File: src/rtl/spram_ctrl_pkg.sv
// Shared widths and FSM state encoding for the single-port RAM controller.
// Default geometry is a 64x8 RAM.
package spram_ctrl_pkg;

  localparam int DEF_ADDR_W = 6;
  localparam int DEF_DATA_W = 8;
  localparam int DEF_DEPTH  = 2 ** DEF_ADDR_W;

  typedef enum logic [2:0] {
    IDLE  = 3'd0,
    WRITE = 3'd1,
    READ  = 3'd2,
    RCAP  = 3'd3,
    RESP  = 3'd4,
    CLEAR = 3'd5
  } state_t;

endpackage

File: src/rtl/spram_ctrl.sv
// Controller for an external single-port RAM: single read/write requests
// with a valid/ready request port, a held read response, and a clear sweep
// that fills every word with a latched value.
// Ports: i_clk/i_reset (sync, active high); i_req_* request, o_req_ready;
// o_rsp_valid/o_rsp_data with i_rsp_ready; i_clr_start/i_clr_value,
// o_clr_done pulse; o_busy; o_ram_* / i_ram_rdata to the RAM.
module spram_ctrl
  import spram_ctrl_pkg::*;
#(
  parameter int ADDR_W = DEF_ADDR_W,
  parameter int DATA_W = DEF_DATA_W
) (
  input  logic              i_clk,
  input  logic              i_reset,
  input  logic              i_req_valid,
  output logic              o_req_ready,
  input  logic              i_req_we,
  input  logic [ADDR_W-1:0] i_req_addr,
  input  logic [DATA_W-1:0] i_req_data,
  output logic              o_rsp_valid,
  input  logic              i_rsp_ready,
  output logic [DATA_W-1:0] o_rsp_data,
  input  logic              i_clr_start,
  input  logic [DATA_W-1:0] i_clr_value,
  output logic              o_busy,
  output logic              o_clr_done,
  output logic              o_ram_ce,
  output logic              o_ram_we,
  output logic [ADDR_W-1:0] o_ram_addr,
  output logic [DATA_W-1:0] o_ram_wdata,
  input  logic [DATA_W-1:0] i_ram_rdata
);

  localparam int DEPTH = 2 ** ADDR_W;
  localparam logic [ADDR_W:0] LAST = (ADDR_W+1)'(DEPTH);

  state_t state, state_nx;

  // One extra bit so the terminal count is DEPTH, not a wrap to 0.
  logic [ADDR_W:0] clr_cnt, clr_cnt_nx;
  logic            clr_last;

  logic              ce_nx;
  logic              we_nx;
  logic [ADDR_W-1:0] addr_nx;
  logic [DATA_W-1:0] wdata_nx;
  logic              rsp_valid_nx;
  logic [DATA_W-1:0] rsp_data_nx;
  logic              done_nx;

  assign clr_last    = (clr_cnt == LAST);
  assign o_busy      = (state != IDLE);
  assign o_req_ready = (state == IDLE) && !i_clr_start;

  always_ff @(posedge i_clk) begin
    if (i_reset) begin
      state       <= IDLE;
      clr_cnt     <= '0;
      o_ram_ce    <= 1'b0;
      o_ram_we    <= 1'b0;
      o_ram_addr  <= '0;
      o_ram_wdata <= '0;
      o_rsp_valid <= 1'b0;
      o_rsp_data  <= '0;
      o_clr_done  <= 1'b0;
    end else begin
      state       <= state_nx;
      clr_cnt     <= clr_cnt_nx;
      o_ram_ce    <= ce_nx;
      o_ram_we    <= we_nx;
      o_ram_addr  <= addr_nx;
      o_ram_wdata <= wdata_nx;
      o_rsp_valid <= rsp_valid_nx;
      o_rsp_data  <= rsp_data_nx;
      o_clr_done  <= done_nx;
    end
  end

  always_comb begin
    state_nx = state;
    unique case (state)
      IDLE: begin
        if (i_clr_start)
          state_nx = CLEAR;
        else if (i_req_valid)
          state_nx = i_req_we ? WRITE : READ;
      end
      WRITE: state_nx = IDLE;
      READ:  state_nx = RCAP;
      RCAP:  state_nx = RESP;
      RESP:  if (i_rsp_ready) state_nx = IDLE;
      CLEAR: if (clr_last) state_nx = IDLE;
      default: state_nx = IDLE;
    endcase
  end

  always_comb begin
    ce_nx        = 1'b0;
    we_nx        = 1'b0;
    addr_nx      = o_ram_addr;
    wdata_nx     = o_ram_wdata;
    rsp_valid_nx = o_rsp_valid;
    rsp_data_nx  = o_rsp_data;
    done_nx      = 1'b0;
    clr_cnt_nx   = clr_cnt;
    unique case (state)
      IDLE: begin
        if (i_clr_start) begin
          // wdata doubles as the latched fill value for the sweep
          ce_nx      = 1'b1;
          we_nx      = 1'b1;
          addr_nx    = '0;
          wdata_nx   = i_clr_value;
          clr_cnt_nx = (ADDR_W+1)'(1);
        end else if (i_req_valid) begin
          ce_nx   = 1'b1;
          we_nx   = i_req_we;
          addr_nx = i_req_addr;
          if (i_req_we)
            wdata_nx = i_req_data;
        end
      end
      RCAP: begin
        rsp_valid_nx = 1'b1;
        rsp_data_nx  = i_ram_rdata;
      end
      RESP: begin
        if (i_rsp_ready)
          rsp_valid_nx = 1'b0;
      end
      CLEAR: begin
        if (clr_last) begin
          done_nx    = 1'b1;
          clr_cnt_nx = '0;
        end else begin
          ce_nx      = 1'b1;
          we_nx      = 1'b1;
          addr_nx    = clr_cnt[ADDR_W-1:0];
          clr_cnt_nx = clr_cnt + 1'b1;
        end
      end
      default: ;
    endcase
  end

endmodule
File: config.mk
export PLATFORM = sky130hd
export DESIGN_NAME = spram_ctrl
export DESIGN_NICKNAME = d
export VERILOG_FILES = /design/src/rtl/spram_ctrl_pkg.sv /design/src/rtl/spram_ctrl.sv
export SDC_FILE = /design/constraint.sdc
export NUM_CORES = 1
export LEC_CHECK = 0
export CELL_PAD_IN_SITES_DETAIL_PLACEMENT = 1
export CELL_PAD_IN_SITES_GLOBAL_PLACEMENT = 1
export CORE_MARGIN = 4
export CORE_UTILIZATION = 32
export DETAILED_ROUTE_END_ITERATION = 8
export MAX_ROUTING_LAYER = met4
export PLACE_DENSITY = 0.87
export SYNTH_ARGS = -nofsm -noshare
export SYNTH_HDL_FRONTEND = slang
export SYNTH_SLANG_ARGS = --single-unit
File: constraint.sdc
create_clock -name i_clk -period 2.25 [get_ports i_clk]
set_input_delay 0.225 -clock i_clk [delete_from_list [all_inputs] [get_ports i_clk]]
set_output_delay 0.225 -clock i_clk [all_outputs]
set_load 0.05 [all_outputs]
==> flow_summary.yaml <==
yosys:
  ys_seq_area_share_pct: 41.47
  syn_avg_cell_area_um2: 8.690
  synthCells: 200
  ys.warnings.count: 0
  ys_types: 37
  synth_top_area_share_pct: 41.47
  synth.largest_area_cell: "dfxtp_1"
  ys_top_cells_by_area: "dfxtp_1 (41%), a221oi_2 (5.2%), mux2i_1 (4.6%)"
  synthesis.nets: 238
  yosys_register_bits: 36
  syn-cell-area_um2: 1738
sta:
  slew_violations: 0
  finalCritPeriodShare_pct: 80.45
  setup_viol: 0
  fin_skew_ns: 0.007131
  rsz0062_at_grt: "false"
  whs_ns: 0.4549
  hold_viol: 0
  max_slew_margin_pct: 65.00
  fin_crit_ns: 1.810
  tns_ns: 0
  fmax_ghz: 0.5524
  tightest_slew_ns: 0.5234
hold_path:
  hold_class: "reg -> reg"
  holdPathStages: 2
clocking:
  cts_max_level: 2
  clk_latency_ns: 0.29
  cts_hold_buf: 0
  clk_pin_slew_ns: 0.07
  cts-root-buf: "clkbuf_8"
  cts.sinks: 36
  cts_tree: "done"
  post_cts_resized: 0
  post_cts_buffers: 0
  numCtsBuffers: 5
  clockBufferDepth: 2
critical_path:
  endpoint_kind: "flop"
  critical_path_class: "reg -> reg"
  slowest_delay_ns: 0.50
  crit_buf_inv: 0
  crit_cells: 4
  cp_max_fo: 9
  crit_chain: "or3_1, or2_1, a221oi_2, nor3_1"
  worstPathRequired_ns: 2.41
  cpLargestDelayFamily: "simple AND/OR/NAND/NOR gates"
  r2r_cells: 4
  cp_data_arrival_time_ns: 1.97
  cp-start-kind: "flop"
  slowest_stage: "or3_1"
cells_and_area:
  final_common_cell: "clkdlybuf4s50_1"
  fin_util_pct: 48.52
  area_growth_pct: 44.42
  antenna_cells: 0
  final_cell_mix: "clkdlybuf4s50_1 (61), dfxtp_1 (36), nor2_1 (19), nand2_1 (17), nor3_1 (14)"
  drive_above_1_share_pct: 8.880
  post-route-cell-area_um2: 2510
  layout.nets: 296
floorplanning:
  die_h_um: 81.70
  floorplan.initialDensity_pct: 33.60
  die_w_um: 81.70
  core-area_um2: 5172
  fp-row-count: 26
  dieArea_um2: 6674
  io_pins: 64
drt:
  viasPerCell: 5.149
  detail_route.iter0.violations: 62
  drt-total-wl_um: 5038
  route.detailed.drc: 0
  first_pass_iters: 4
  drtAntennaViolNets: 0
  wl_per_cell_um: 15.31
  vias: 1694
grt:
  gr-usage-met2_pct: 28.18
  grt_max_degree: 37
  grt_use_met1_pct: 20.40
  grt_pass1_wl_um: 8576
  overflow: 0
  antenna_found_initial: 0
  met3_usage_pct: 5.482
  grt_util_all_layers_pct: 17.25
  grt_pass1_vias: 1789
  grt.busiest_layer: "met2"
place:
  hpwl_um: 3712
  place_congestion: 0.8176
  post_dp_cell_area_um2: 2420
  port_buffers: 63
job:
  max-cap-violations: 0
power_and_ir_drop:
  p_leak_uw: 0.0008641
  irDropWorstVdd_mv: 0.4341
  p_per_area_nw_per_um2: 812.4
status:
  status: "complete, no violations"
routing by layer:
| layer | vias to the layer above | wire length [µm] |
|---|---|---|
| li1 | 838 | - |
| met1 | 795 | 2223 |
| met2 | 54 | 2429 |
| met3 | 7 | 319 |
| met4 | 0 | 66 |
| met5 | - | 0 |
flip-flops by register name, summed over array words and instances (netlist names):
| signal | cells |
|---|---|
| o_clr_done | 1 |
| o_rsp_data | 8 |
| o_ram_ce | 1 |
| o_rsp_valid | 1 |
| state | 3 |
| o_ram_we | 1 |
| o_ram_wdata | 8 |
| o_ram_addr | 6 |
| clr_cnt | 7 |
area by class of cell:
cell class	count	area (µm²)
Inverter	3	11.26
Tap cell	70	87.58
Timing Repair Buffer	69	683.2
Clock buffer	8	90.09
Fill cell	589	2663
Multi-Input combinational cell	143	917.1
Sequential cell	36	720.7
tightest hold or removal path, cell delays in order (launching register included):
cell	delay, ns
dfxtp_1	0.31
nand2_1	0.05
a21oi_1	0.05
worst paths after layout:
path	from	end	slack, ns
worst max-delay path	state[1]	o_ram_addr[0]	0.44
worst min-delay path	o_rsp_data[1]	o_rsp_data[1]	0.45
worst max register to register	state[1]	o_ram_addr[0]	0.44
worst min register to register	o_rsp_data[1]	o_rsp_data[1]	0.45
cells in the mapped netlist:
cell / instances
dfxtp_1: 36
nor2_1: 19
nand2_1: 17
nor3_1: 14
nand3_1: 13
a21oi_1: 12
a211oi_1: 10
buf_2: 8
mux2i_1: 8
nor3b_1: 8
clkbuf_1: 7
a221oi_2: 6
a31oi_1: 4
nand3b_1: 4
or3_1: 4
inv_1: 3
or2_1: 3
buf_6: 2
ha_1: 2
nand2b_1: 2
o21ai_1: 2
a2111o_1: 1
a221oi_1: 1
a22oi_1: 1
a311oi_1: 1
a31oi_2: 1
and2_1: 1
and3b_1: 1
buf_4: 1
nor2_4: 1
nor2b_1: 1
nor4_1: 1
o21a_1: 1
o21ai_0: 1
o31ai_1: 1
o41a_1: 1
o41ai_1: 1
logic make-up (layout without fill, tap and decap cells):
group | count (synthesis) | count (layout) | synth area share, %
AOI/OAI and AO/OA | 44 | 44 | 20.09
DFF | 36 | 36 | 41.47
buffers and inverters | 21 | 80 | 6.192
and+or+nand+nor | 89 | 89 | 26.21
adders and majority gates | 2 | 2 | 1.440
muxes | 8 | 8 | 4.608
where the power goes:
part | internal, µW | total (µW) | leakage [µW] | switching (µW)
Clock | 250 | 475 | 0.0000455 | 225
Combinational | 301 | 802 | 0.000524 | 500
Sequential | 711 | 762 | 0.000295 | 51.9
per-stage QoR:
step | setup slack, ns | cells | power (µW)
6_report | 0.4399 | 329 | 2039
5_1_grt | 0.3099 | 329 | 2157
4_1_cts | 0.4395 | 329 | 2066
3_5_place_dp | 0.3738 | 321 | 1581
3_3_place_gp | 0.4389 | 321 | 1563
2_1_floorplan | 0.3987 | 200 | 1316
Power figures use the tool's default switching activity.
